<file path="src/rtl/mips_cpu_muldiv_unit_if.sv">
// Request/result bundle between the MIPS core and its multiply/divide unit.
// The core drives the op_* request fields and reads back busy/done and the HI/LO pair.
interface mips_cpu_muldiv_unit_if #(
  parameter int WIDTH = 32
);
  logic             op_valid;
  logic [2:0]       op_code;
  logic [WIDTH-1:0] op_a;
  logic [WIDTH-1:0] op_b;
  logic             busy;
  logic             done;
  logic             div_by_zero;
  logic [WIDTH-1:0] hi;
  logic [WIDTH-1:0] lo;

  modport master (
    output op_valid, op_code, op_a, op_b,
    input  busy, done, div_by_zero, hi, lo
  );

  modport slave (
    input  op_valid, op_code, op_a, op_b,
    output busy, done, div_by_zero, hi, lo
  );
endinterface

</file>
<file path="src/rtl/mips_cpu_muldiv_unit.sv">
// Iterative MULT/MULTU/DIV/DIVU unit owning HI/LO; MTHI/MTLO complete in one cycle.
// Define MULDIV_FAST_MUL_EN to replace the shift-add multiplier with a single-cycle array multiply.
module mips_cpu_muldiv_unit #(
  parameter int WIDTH = 32
) (
  input  logic                  clk,
  input  logic                  reset_n,
  input  logic                  clk_enable,
  mips_cpu_muldiv_unit_if.slave bus
);

  localparam int CNT_W = $clog2(WIDTH) + 1;
  localparam int W2    = 2 * WIDTH;

  localparam logic [2:0] OP_MTHI = 3'd4;
  localparam logic [2:0] OP_MTLO = 3'd5;

  typedef enum logic [1:0] {S_IDLE, S_MUL, S_DIV, S_FIX} state_t;

  state_t                   state, state_nxt;
  logic [CNT_W-1:0]         cnt, cnt_nxt;
  logic                     is_div, neg_res, neg_rem, dbz;
  logic                     done_r, dbz_r;
  logic [WIDTH-1:0]         hi_r, lo_r;
  logic [WIDTH-1:0]         opnd, opnd_nxt;
  logic [W2-1:0]            acc, acc_nxt;
  logic                     accept, start, op_signed;
  logic signed [WIDTH-1:0]  a_s, b_s;
  logic [WIDTH-1:0]         a_mag, b_mag;
  logic [W2-1:0]            prod_fix;
  logic [WIDTH-1:0]         quo_fix, rem_fix;

  // Most-negative input maps to 2^(WIDTH-1), which still fits as an unsigned magnitude.
  function automatic logic [WIDTH-1:0] abs_mag(input logic signed [WIDTH-1:0] v);
    return v[WIDTH-1] ? $unsigned(-v) : $unsigned(v);
  endfunction

  function automatic logic [WIDTH-1:0] apply_sign_w(input logic [WIDTH-1:0] v, input logic neg);
    return neg ? ((~v) + WIDTH'(1)) : v;
  endfunction

  function automatic logic [W2-1:0] apply_sign_2w(input logic [W2-1:0] v, input logic neg);
    return neg ? ((~v) + W2'(1)) : v;
  endfunction

`ifndef MULDIV_FAST_MUL_EN
  // acc = {partial product, unconsumed multiplier bits}; one multiplier bit retired per call.
  function automatic logic [W2-1:0] mul_step(input logic [W2-1:0] a, input logic [WIDTH-1:0] m);
    logic [WIDTH:0] sum;
    sum = {1'b0, a[W2-1:WIDTH]} + (a[0] ? {1'b0, m} : '0);
    return {sum, a[WIDTH-1:1]};
  endfunction
`endif

  // acc = {remainder, dividend/quotient}; the remainder stays below the divisor so WIDTH bits suffice.
  function automatic logic [W2-1:0] div_step(input logic [W2-1:0] a, input logic [WIDTH-1:0] d);
    logic [WIDTH:0]   shifted;
    logic [WIDTH-1:0] diff;
    logic             ge;
    shifted = a[W2-1:WIDTH-1];
    ge      = (shifted >= {1'b0, d});
    diff    = shifted[WIDTH-1:0] - d;
    return ge ? {diff, a[WIDTH-2:0], 1'b1} : {shifted[WIDTH-1:0], a[WIDTH-2:0], 1'b0};
  endfunction

  assign a_s       = $signed(bus.op_a);
  assign b_s       = $signed(bus.op_b);
  assign op_signed = !bus.op_code[0];
  assign a_mag     = op_signed ? abs_mag(a_s) : bus.op_a;
  assign b_mag     = op_signed ? abs_mag(b_s) : bus.op_b;
  assign accept    = bus.op_valid && (state == S_IDLE) && (bus.op_code <= OP_MTLO);
  assign start     = accept && !bus.op_code[2];

  always_comb begin
    state_nxt = state;
    cnt_nxt   = cnt;
    opnd_nxt  = opnd;
    acc_nxt   = acc;
    case (state)
      S_IDLE: begin
        if (start) begin
          cnt_nxt = CNT_W'(WIDTH - 1);
          if (bus.op_code[1]) begin
            state_nxt = S_DIV;
            opnd_nxt  = b_mag;
            acc_nxt   = {{WIDTH{1'b0}}, a_mag};
          end else begin
            state_nxt = S_MUL;
            opnd_nxt  = a_mag;
            acc_nxt   = {{WIDTH{1'b0}}, b_mag};
          end
        end
      end
      S_MUL: begin
`ifdef MULDIV_FAST_MUL_EN
        acc_nxt   = {{WIDTH{1'b0}}, opnd} * {{WIDTH{1'b0}}, acc[WIDTH-1:0]};
        state_nxt = S_FIX;
`else
        acc_nxt = mul_step(acc, opnd);
        if (cnt == '0) state_nxt = S_FIX;
        else           cnt_nxt   = cnt - CNT_W'(1);
`endif
      end
      S_DIV: begin
        acc_nxt = div_step(acc, opnd);
        if (cnt == '0) state_nxt = S_FIX;
        else           cnt_nxt   = cnt - CNT_W'(1);
      end
      S_FIX:   state_nxt = S_IDLE;
      default: state_nxt = S_IDLE;
    endcase
  end

  // Sign fix-up; a zero divisor leaves the dividend magnitude as remainder, so only LO needs overriding.
  always_comb begin
    prod_fix = apply_sign_2w(acc, neg_res);
    quo_fix  = dbz ? '1 : apply_sign_w(acc[WIDTH-1:0], neg_res);
    rem_fix  = apply_sign_w(acc[W2-1:WIDTH], neg_rem);
  end

  always_ff @(posedge clk or negedge reset_n) begin
    if (!reset_n) begin
      state   <= S_IDLE;
      cnt     <= '0;
      is_div  <= 1'b0;
      neg_res <= 1'b0;
      neg_rem <= 1'b0;
      dbz     <= 1'b0;
      done_r  <= 1'b0;
      dbz_r   <= 1'b0;
      hi_r    <= '0;
      lo_r    <= '0;
    end else if (clk_enable) begin
      state  <= state_nxt;
      cnt    <= cnt_nxt;
      done_r <= (state == S_FIX);
      dbz_r  <= (state == S_FIX) && dbz;
      if (start) begin
        is_div  <= bus.op_code[1];
        neg_res <= op_signed && (a_s[WIDTH-1] ^ b_s[WIDTH-1]);
        neg_rem <= op_signed && a_s[WIDTH-1];
        dbz     <= bus.op_code[1] && (bus.op_b == '0);
      end
      if (accept && (bus.op_code == OP_MTHI)) hi_r <= bus.op_a;
      if (accept && (bus.op_code == OP_MTLO)) lo_r <= bus.op_a;
      if (state == S_FIX) begin
        if (is_div) begin
          hi_r <= rem_fix;
          lo_r <= quo_fix;
        end else begin
          {hi_r, lo_r} <= prod_fix;
        end
      end
    end
  end

  always_ff @(posedge clk) begin
    if (clk_enable) begin
      opnd <= opnd_nxt;
      acc  <= acc_nxt;
    end
  end

  assign bus.busy        = (state != S_IDLE);
  assign bus.done        = done_r;
  assign bus.div_by_zero = dbz_r;
  assign bus.hi          = hi_r;
  assign bus.lo          = lo_r;

endmodule

</file>
<file path="src/flat_wrapper.sv">
// flat-port wrapper written by rule: the top's interface ports become plain ports
module mips_cpu_muldiv_unit_flat 
#(
  parameter int WIDTH = 32
)
  (clk, reset_n, clk_enable, bus_op_valid, bus_op_code, bus_op_a, bus_op_b, bus_busy, bus_done, bus_div_by_zero, bus_hi, bus_lo);
  mips_cpu_muldiv_unit_if #(.WIDTH(WIDTH)) bus_i ();
  input  logic clk;
  input  logic reset_n;
  input  logic clk_enable;
  input wire logic [$bits(bus_i.op_valid)-1:0] bus_op_valid;
  input wire logic [$bits(bus_i.op_code)-1:0] bus_op_code;
  input wire logic [$bits(bus_i.op_a)-1:0] bus_op_a;
  input wire logic [$bits(bus_i.op_b)-1:0] bus_op_b;
  output wire logic [$bits(bus_i.busy)-1:0] bus_busy;
  output wire logic [$bits(bus_i.done)-1:0] bus_done;
  output wire logic [$bits(bus_i.div_by_zero)-1:0] bus_div_by_zero;
  output wire logic [$bits(bus_i.hi)-1:0] bus_hi;
  output wire logic [$bits(bus_i.lo)-1:0] bus_lo;
  assign bus_i.op_valid = bus_op_valid;
  assign bus_i.op_code = bus_op_code;
  assign bus_i.op_a = bus_op_a;
  assign bus_i.op_b = bus_op_b;
  assign bus_busy = bus_i.busy;
  assign bus_done = bus_i.done;
  assign bus_div_by_zero = bus_i.div_by_zero;
  assign bus_hi = bus_i.hi;
  assign bus_lo = bus_i.lo;
  mips_cpu_muldiv_unit #(.WIDTH(WIDTH)) u_core (.clk(clk), .reset_n(reset_n), .clk_enable(clk_enable), .bus(bus_i));
endmodule
</file>
<file path="config.mk">
export PLATFORM = sky130hd
export DESIGN_NAME = mips_cpu_muldiv_unit_flat
export DESIGN_NICKNAME = d
export VERILOG_FILES = /design/src/rtl/mips_cpu_muldiv_unit_if.sv /design/src/rtl/mips_cpu_muldiv_unit.sv /design/src/flat_wrapper.sv
export SDC_FILE = /design/constraint.sdc
export NUM_CORES = 1
export LEC_CHECK = 0
export CAP_MARGIN = 20
export CORE_ASPECT_RATIO = 1.4
export CORE_UTILIZATION = 41
export CTS_CLUSTER_DIAMETER = 60
export DETAILED_ROUTE_END_ITERATION = 10
export DONT_BUFFER_PORTS = 1
export PLACE_DENSITY = 0.58
export SYNTH_ARGS = -nofsm -noshare
export SYNTH_HDL_FRONTEND = slang
export SYNTH_SLANG_ARGS = --single-unit
</file>
<file path="constraint.sdc">
create_clock -name clk -period 5.5 [get_ports clk]
set_input_delay 0.55 -clock clk [delete_from_list [all_inputs] [get_ports clk]]
set_output_delay 0.55 -clock clk [all_outputs]
set_load 0.01 [all_outputs]
</file>
==> out/results.txt, run 1 <==
CP required -> 5.71 ns
leading cell types by count after synthesis -> nand2_1 (165), o21ai_0 (157), nor2_1 (156)
clock sink count -> 174
Synth async-reset ratio -> 44.8%
r2r startpoint -> u_core.acc[57]
sequential area share after synthesis -> 32.7%
Clock Latency Late Sink -> 0.46 ns
Worst Clk Skew -> 0.0149 ns
Synth Area in Adders -> 6.63%
DRC violations left -> 0
setup tns final -> 0 ns
critical path startpoint -> u_core.acc[57]
Hold Crit Class -> input port to register
vias in the first global route -> 13300
unrepaired setup endpoints after global routing -> false
Post-Syn Instances -> 1743
maximum root-to-sink buffer count -> 2
Design Power -> 10.5 mW
worst path arrival time -> 4.69 ns
synth warn -> 0
CP endpoint kind -> register
Synth Area in XOR/XNOR -> 9.97%
number of enable flip-flop cells after synthesis -> 96
most frequent cell after synthesis -> nand2_1
power per standard cell area -> 662 mW/mm^2
nets@finish -> 1845
HPWL after detailed placement -> 44.3 mm
clock buffer count from CTS -> 17
area leader, netlist -> edfxtp_1
Area Growth Syn to Fin -> 7.25%
H-tree levels -> 4
Tot GR Track Use -> 30.9%
final wirelength -> 56.8 mm
GRT overflow -> 0
cts repair resizes -> 0
Worst Hold End -> u_core.dbz
Yosys cell types -> 83
Simple-Gate Fraction of Synth Area -> 18.0%
Routed WL per cell -> 26.2 microns
Layout Cells excl Fill -> 2166
Die Area -> 0.0368 sq mm
worst hold stages -> 1
first-pass GRT wire length -> 83.6 mm
reg2reg end -> u_core.acc[41]
hold-fix buffers at CTS -> 2
Register-to-Register Path Depth -> 10
max_cap viols -> 0
largest net degree at the start of global routing -> 79
Setup crit start kind -> register
placed cell count -> 2130
vias per inst -> 6.38
Worst Path Max Fanout -> 25
post-route ant nets -> 0
Synth Register Bits -> 174
Pins Over Slew Limit -> 0
syn avg cell area -> 8.47 sq um
n_diodes -> 0
share of the synthesized area in the top cell type -> 19.5%
Final setup viols -> 0
Die Y -> 227 microns
Starting Density -> 42.0%
post-layout util -> 45.0%
RD Place Congestion -> 0.968
Area contributors post-synth -> edfxtp_1 (20%), dfrtp_1 (13%), ha_1 (6.4%)
CTS tree -> done
Worst Max-Slew Pin Slew -> 1.07 ns
Placeable Area -> 0.0352 sq mm
min Tclk post-route -> 4.48 ns
compound-gate portion of the synthesized area -> 23.9%
FF-to-FF setup slack -> 1.02 ns
Fin. Hold Viols -> 0
Syn Nets -> 1891
status -> complete, no violations
Std-Cell Rows -> 81
Top FF cell, synth -> edfxtp_1
Post-CTS Repair Setup Buffers -> 0
Port Buf Inserts -> 0
mux share of post-synthesis cell area -> 4.70%
critical path class -> register to register
Lkg Pwr -> 6.17 nW
Die Wd -> 162 microns
fmax -> 223 MHz
layout cells sized above 1 -> 6.55%
num ports -> 138
antenna violations before repair -> 0
Vias -> 13800
Worst slew margin -> 28.5%
Pre-antenna DRT Iters -> 5
root buf cell -> clkbuf_16
largest family of logic cells by synthesized area -> compound AO/OA/AOI/OAI gates
period utilisation layout -> 81.4%
drt initial violations -> 1426
worst vdd ir -> 0.599 mV
min-delay src -> bus_op_b[31]
Synth Cell Area -> 0.0148 sq mm
clk slew on worst S/H paths -> 0.08 ns
## stage by stage
stage / hold slack (ns) / area (sq um) / worst slack (ns)
final: 0.175 / 15800 / 1.02
after global routing: 0.188 / 15800 / 0.797
after CTS: 0.169 / 15800 / 1.08
after detailed placement: 0.256 / 15200 / 1.10
after global placement: 0.256 / 15200 / 1.27
after floorplan: 0.254 / 14800 / 1.26
## where the power goes
group	switching (mW)	internal [mW]
Combinational	3.72	2.28
Clock	0.624	0.619
Sequential	1.08	2.16
Total	5.43	5.05
## critical path, stage by stage (launching register included)
cell	delay [ns]
edfxtp_1	0.53
ha_1	0.45
a21o_1	0.21
a21oi_1	0.13
nor2b_1	0.06
a2111oi_0	0.69
o311ai_0	0.41
o31ai_4	0.91
buf_4	0.42
o21ai_0	0.15
a22o_1	0.24
## sequential cells by signal, indices dropped and copies added, names as in the netlist, 2 cells and up
| name | cells |
|---|---|
| u_core.opnd | 32 |
| u_core.cnt | 6 |
| u_core.acc | 64 |
| u_core.state | 2 |
| u_core.bus.hi | 32 |
| u_core.bus.lo | 32 |
## how the worst max path moves through the flow
stage,to,depth (start not counted)
after global routing,u_core.acc[35],11
after floorplan,u_core.acc[0],7
after global placement,u_core.acc[34],11
final,u_core.acc[41],10
after detailed placement,u_core.acc[36],10
after CTS,u_core.acc[36],10
## layout make-up
type / count / area (sq um)
fill: 3507 / 19300
multi-input combinational: 1415 / 9380
sequential: 174 / 4830
tap: 456 / 571
clock buffer: 18 / 439
inverter: 68 / 255
timing repair buffer: 21 / 213
clock inverter: 14 / 144
## routing by layer
layer,vias to the layer above,part of all wire (%),track usage [%]
met1,6771,38,35.2
li1,6350,-,-
met3,152,5.4,4.39
met2,550,50,53.8
met4,0,6.8,19.8
met5,-,0,0
## cell families after synthesis
| kind of cell | count (synthesis) |
|---|---|
| compound gates | 562 |
| simple gates | 541 |
| flops | 174 |
| xor+xnor | 168 |
| buf+inv | 154 |
| fa+ha+maj | 77 |
| mux | 67 |
## cells in the final DEF (no fill, tap or decap), types with 7 or more instances in the layout
cell type / count
nor2b_1: 16
nor4_1: 11
o21a_1: 11
nand2_1: 165
a21o_1: 30
a211oi_1: 14
mux2i_1: 48
buf_4: 16
o41ai_1: 15
nand3_1: 30
mux2_2: 19
xor2_1: 84
a221oi_1: 30
a31oi_1: 12
a21oi_1: 150
nor3_1: 34
o21ai_0: 156
or2_2: 10
or3_1: 22
clkbuf_16: 17
dfrtp_1: 78
and2_1: 13
and3_1: 17
or4_1: 11
xnor2_1: 84
o211ai_1: 7
ha_1: 74
o31ai_1: 27
nor2_1: 154
a22oi_1: 8
inv_1: 66
o22ai_1: 43
nand2b_1: 13
o21ai_1: 7
edfxtp_1: 96
No activity file was read; power rests on OpenSTA's default activity.
==> inputs of run 2 (changes only) <==
==> constraint.sdc (replaced) <==
create_clock -name clk -period 3.9 [get_ports clk]
set_input_delay 0.39 -clock clk [delete_from_list [all_inputs] [get_ports clk]]
set_output_delay 0.39 -clock clk [all_outputs]
set_load 0.01 [all_outputs]
==> out/results.txt, run 2 (synthesized netlist as in run 1, its figures left out) <==
Worst Max-Slew Pin Slew -> 0.753 ns (was 1.07 ns)
Worst Clk Skew -> 0.0133 ns (was 0.0149 ns)
Worst Path Max Fanout -> 15 (was 25)
slowest stage cell, crit path -> o41ai_2 (was o31ai_4)
Pre-antenna DRT Iters -> 6 (was 5)
Final WS setup -> 0.214 ns (was 1.02 ns)
Area after DPL -> 0.0155 sq mm (was 0.0152 sq mm)
dpl ws -> 0.174 ns (was 1.10 ns)
Port Buf Inserts -> 0 (unchanged)
Die Y -> 227 microns (unchanged)
final wirelength -> 57.7 mm (was 56.8 mm)
largest reg by FF count -> u_core.acc (unchanged)
clock buffer count from CTS -> 17 (unchanged)
most frequent cells in the layout -> nand2_1 (165), o21ai_0 (156), nor2_1 (154) (unchanged)
cell mode on critical path -> and4_1
nets@finish -> 1891 (was 1845)
RD Place Congestion -> 0.970 (was 0.968)
vias in the first global route -> 13700 (was 13300)
worst vdd ir -> 0.480 mV (was 0.599 mV)
drt initial violations -> 1198 (was 1426)
critical-path cell list -> clkinvlp_4 -> buf_12 -> nor2_1 -> ha_1 -> and4_1 -> and4_1 -> nand3_1 -> and4b_1 -> or2_2 -> o41ai_2 -> a31oi_1 -> xor2_1 -> o211ai_1 (was ha_1 -> a21o_1 -> a21oi_1 -> nor2b_1 -> a2111oi_0 -> o311ai_0 -> o31ai_4 -> buf_4 -> o21ai_0 -> a22o_1)
Clock Latency Late Sink -> 0.47 ns (was 0.46 ns)
period utilisation layout -> 94.5% (was 81.4%)
Starting Density -> 42.0% (unchanged)
Final setup viols -> 0 (unchanged)
post-route cell area -> 0.0162 sq mm (was 0.0158 sq mm)
H-tree levels -> 4 (unchanged)
Hold Crit Class -> input port to register (unchanged)
Tot GR Track Use -> 31.6% (was 30.9%)
CP required -> 4.10 ns (was 5.71 ns)
post-route ant nets -> 0 (unchanged)
worst path arrival time -> 3.89 ns (was 4.69 ns)
power per standard cell area -> 942 mW/mm^2 (was 662 mW/mm^2)
most common cell after layout, fill and taps aside -> nand2_1 (unchanged)
unrepaired setup endpoints after global routing -> false (unchanged)
Lkg Pwr -> 6.40 nW (was 6.17 nW)
Std-Cell Rows -> 81 (unchanged)
CP endpoint kind -> register (unchanged)
Area Growth Syn to Fin -> 9.80% (was 7.25%)
Die Wd -> 162 microns (unchanged)
GRT overflow -> 0 (unchanged)
first-pass GRT wire length -> 85.2 mm (was 83.6 mm)
n_diodes -> 0 (unchanged)
Routed WL per cell -> 26.1 microns (was 26.2 microns)
clk slew on worst S/H paths -> 0.08 ns (about the same)
fmax -> 271 MHz (was 223 MHz)
root buf cell -> clkbuf_16 (unchanged)
max reg flops -> 64 (unchanged)
maximum root-to-sink buffer count -> 2 (unchanged)
CTS tree -> done (unchanged)
setup tns final -> 0 ns (unchanged)
status -> complete, no violations (unchanged)
layout cells sized above 1 -> 8.94% (was 6.55%)
Fin. Hold Viols -> 0 (unchanged)
vias per inst -> 6.31 (was 6.38)
Vias -> 14000 (was 13800)
clock sink count -> 174 (unchanged)
min Tclk post-route -> 3.69 ns (was 4.48 ns)
Worst slew margin -> 49.7% (was 28.5%)
Setup crit start kind -> register (unchanged)
critical path class -> register to register (unchanged)
antenna violations before repair -> 1 (was 0)
Die Area -> 0.0368 sq mm (unchanged)
Post-CTS Repair Setup Buffers -> 0 (unchanged)
Pins Over Slew Limit -> 0 (unchanged)
HPWL after detailed placement -> 45.0 mm (was 44.3 mm)
max_cap viols -> 0 (unchanged)
Max stage delay on crit path -> 0.46 ns (was 0.91 ns)
# fillers -> 3421 (was 3507)
Placeable Area -> 0.0352 sq mm (unchanged)
largest net degree at the start of global routing -> 79 (unchanged)
num ports -> 138 (unchanged)
DRC violations left -> 0 (unchanged)
## run 2: cell count changes in the layout (fill, tap and decap cells not counted), sizes merged
| cell | delta |
|---|---|
| inv | -1 |
| clkinv | -1 |
| clkinvlp | +2 |
| buf | +44 |
| dlygate4sd3 | +2 |
## run 2: cell type report
| type | count | area, sq um | share of cell area, % |
|---|---|---|---|
| tap | 456 | 571 | 3.52 |
| multi-input combinational | 1415 | 9380 | 57.9 |
| sequential | 174 | 4830 | 29.8 |
| inverter | 68 | 259 | 1.60 |
| clock buffer | 18 | 439 | 2.71 |
| timing repair buffer | 67 | 588 | 3.63 |
| clock inverter | 14 | 141 | 0.872 |
## run 2: power breakdown
group	leakage (nW)	total, mW	switching, mW	internal, mW
registers	1.84	4.27	1.23	3.04
logic	4.27	9.24	5.67	3.56
clock network	0.286	1.77	0.897	0.871
total	6.40	15.3	7.80	7.47
## run 2: per-layer routing
metal	track usage [%]	vias to the layer above	part of all wire, %
li1	-	6437	-
met1	35.0	6686	36
met2	53.2	641	49
met5	0	-	0
met3	5.78	197	7.2
met4	25.0	0	8.3
## run 2: per-stage QoR
stage	cells	total power [mW]	utilization, %	hold slack (ns)
floorplan	1743	10.2	-	0.0944
detailed placement	2175	13.3	44.2	0.0963
finish	2212	15.3	46.1	0.0199
global route	2212	16.2	46.1	0.0173
global placement	2175	13.2	44.2	0.0966
CTS	2211	15.1	46.0	0.0132
## run 2: what timing repair did
action,4_1_cts,5_1_grt
endpoints found under the hold margin,80,0
hold buffers,4,0
gates resized for setup,0,1
endpoints found under the setup margin,0,2
## run 2: final timing paths
path	startpoint	endpoint	slack, ns	cells past startpoint
min in group asynchronous	reset_n	u_core.bus.lo[16]	0.48	2
hold / removal	clk_enable	u_core.bus.div_by_zero	0.02	1
max in group asynchronous	reset_n	u_core.bus.hi[1]	3.10	2
setup / recovery	u_core.acc[0]	u_core.acc[62]	0.21	13
hold reg to reg	u_core.bus.hi[14]	u_core.bus.hi[14]	0.55	2
setup reg to reg	u_core.acc[0]	u_core.acc[62]	0.21	13
## run 2: critical path, delay by kind of cell, from the launching register on
family | cells | cell delay (ns)
AND/OR/NAND/NOR | 6 | 1.30
AO/OA/AOI/OAI | 3 | 0.74
flip-flops | 1 | 0.44
buffers and inverters | 2 | 0.41
adder cells (fa/ha/maj) | 1 | 0.38
XOR/XNOR | 1 | 0.16
==> inputs of run 3 (changes only) <==
--- a/config.mk
+++ b/config.mk
@@ -5,7 +5,6 @@
 export SDC_FILE = /design/constraint.sdc
 export NUM_CORES = 1
 export LEC_CHECK = 0
-export CAP_MARGIN = 20
 export CORE_ASPECT_RATIO = 1.4
 export CORE_UTILIZATION = 41
 export CTS_CLUSTER_DIAMETER = 60
==> out/results.txt, run 3 (synthesized netlist as in run 1, its figures left out) <==
Design Power -> 15.2 mW (was 15.3 mW)
Worst slew margin -> 20.6% (was 49.7%)
max_cap viols -> 0 (unchanged)
root buf cell -> clkbuf_16 (unchanged)
setup tns final -> 0 ns (unchanged)
Register-to-Register Path Depth -> 13 (unchanged)
Die Y -> 227 microns (unchanged)
unrepaired setup endpoints after global routing -> false (unchanged)
CP endpoint kind -> register (unchanged)
Hold Crit Class -> input port to register (unchanged)
n_diodes -> 0 (unchanged)
post-route cell area -> 0.0162 sq mm (about the same)
most frequent cells in the layout -> nand2_1 (165), o21ai_0 (156), nor2_1 (154) (unchanged)
CTS tree -> done (unchanged)
Starting Density -> 42.0% (unchanged)
status -> complete, no violations (unchanged)
vias per inst -> 6.29 (was 6.31)
Die Wd -> 162 microns (unchanged)
# fillers -> 3423 (was 3421)
clock buffer count from CTS -> 17 (unchanged)
largest reg by FF count -> u_core.acc (unchanged)
fmax -> 269 MHz (was 271 MHz)
RD Place Congestion -> 0.970 (unchanged)
Fin. Hold Viols -> 0 (unchanged)
reg2reg end -> u_core.acc[62] (unchanged)
HPWL after detailed placement -> 45.0 mm (unchanged)
Worst Path Max Fanout -> 15 (unchanged)
Worst Hold End -> u_core.bus.div_by_zero (unchanged)
Tot GR Track Use -> 31.6% (unchanged)
Worst Clk Skew -> 0.0137 ns (was 0.0133 ns)
CP required -> 4.07 ns (was 4.10 ns)
Worst Max-Slew Pin Slew -> 1.19 ns (was 0.753 ns)
Area after DPL -> 0.0155 sq mm (unchanged)
Setup crit start kind -> register (unchanged)
Final setup viols -> 0 (unchanged)
min Tclk post-route -> 3.72 ns (was 3.69 ns)
num ports -> 138 (unchanged)
nets@finish -> 1890 (was 1891)
Placeable Area -> 0.0352 sq mm (unchanged)
Pins Over Slew Limit -> 0 (unchanged)
Port Buf Inserts -> 0 (unchanged)
clk slew on worst S/H paths -> 0.08 ns (about the same)
clock sink count -> 174 (unchanged)
drt initial violations -> 1183 (was 1198)
vias in the first global route -> 13700 (unchanged)
worst vdd ir -> 0.480 mV (about the same)
GRT overflow -> 0 (unchanged)
min-delay src -> clk_enable (unchanged)
antenna violations before repair -> 1 (unchanged)
layout cells sized above 1 -> 8.89% (was 8.94%)
first-pass GRT wire length -> 85.2 mm (unchanged)
post-route ant nets -> 0 (unchanged)
final wirelength -> 57.7 mm (about the same)
critical path class -> register to register (unchanged)
Area Growth Syn to Fin -> 9.61% (was 9.80%)
max reg flops -> 64 (unchanged)
maximum root-to-sink buffer count -> 2 (unchanged)
DRC violations left -> 0 (unchanged)
Std-Cell Rows -> 81 (unchanged)
Die Area -> 0.0368 sq mm (unchanged)
Lkg Pwr -> 6.38 nW (was 6.40 nW)
worst path arrival time -> 3.89 ns (about the same)
largest net degree at the start of global routing -> 79 (unchanged)
Pre-antenna DRT Iters -> 6 (unchanged)
period utilisation layout -> 95.3% (was 94.5%)
FF-to-FF setup slack -> 0.18 ns (was 0.21 ns)
most common cell after layout, fill and taps aside -> nand2_1 (unchanged)
Routed WL per cell -> 26.1 microns (about the same)
worst hold stages -> 1 (unchanged)
r2r startpoint -> u_core.acc[0] (unchanged)
H-tree levels -> 4 (unchanged)
Clock Latency Late Sink -> 0.47 ns (about the same)
power per standard cell area -> 942 mW/mm^2 (about the same)
Vias -> 13900 (was 14000)
run 3: how the worst max path moves through the flow:
stage / startpoint / endpoint / slack [ns] / depth (start not counted)
after global routing: u_core.acc[59] / u_core.acc[47] / 0.02 / 12
after floorplan: u_core.state[0] / u_core.acc[0] / 0.32 / 7
after detailed placement: u_core.acc[0] / u_core.acc[62] / 0.17 / 13
after CTS: u_core.acc[0] / u_core.acc[62] / 0.15 / 13
after global placement: u_core.acc[0] / u_core.acc[62] / 0.25 / 13
final: u_core.acc[0] / u_core.acc[62] / 0.18 / 13
run 3: final cells by class:
cell class	count	area, sq um	share of cell area, %
clock buffer	18	439	2.71
clock inverter	14	141	0.874
inverter	68	259	1.60
multi-input combinational	1415	9380	58.0
sequential	174	4830	29.9
tap	456	571	3.53
timing repair buffer	66	561	3.46
run 3: routing by layer:
layer	vias to the layer above	wire, microns	GRT usage [%]
li1	6435	-	-
met1	6654	21000	35.0
met2	628	27900	53.2
met3	192	3960	5.78
met4	0	4830	25.0
met5	-	0	0
run 3: timing repair:
| item | CTS | global route |
|---|---|---|
| hold buffers | 4 | 0 |
| setup buffers | 0 | 0 |
| endpoints found under the hold margin | 80 | 0 |
| resized for setup | 0 | 1 |
| setup endpoints to repair | 0 | 2 |
run 3: worst max-delay path, stage by stage, from the launching register on:
cell and delay (ns):
edfxtp_1 0.44, clkinvlp_4 0.23, buf_12 0.18, nor2_1 0.06
ha_1 0.38, and4_1 0.24, and4_1 0.22, nand3_1 0.12
and4b_1 0.29, or2_2 0.37, o41ai_2 0.46, a31oi_1 0.17
xor2_1 0.16, o211ai_1 0.11
run 3: per-stage QoR:
| step | cells | hold slack (ns) | utilization, % | worst slack (ns) |
|---|---|---|---|---|
| 6_report | 2211 | 0.0173 | 46.0 | 0.182 |
| 5_1_grt | 2211 | 0.0173 | 46.0 | 0.0166 |
| 4_1_cts | 2211 | 0.0132 | 46.0 | 0.146 |
| 3_5_place_dp | 2175 | 0.0963 | 44.2 | 0.174 |
| 3_3_place_gp | 2175 | 0.0966 | 44.2 | 0.247 |
| 2_1_floorplan | 1743 | 0.0944 | - | 0.324 |
run 3: where the power goes:
group	leakage [nW]	internal, mW	switching, mW
registers	1.84	3.04	1.24
logic	4.26	3.54	5.66
clock network	0.286	0.871	0.897
total	6.38	7.45	7.79
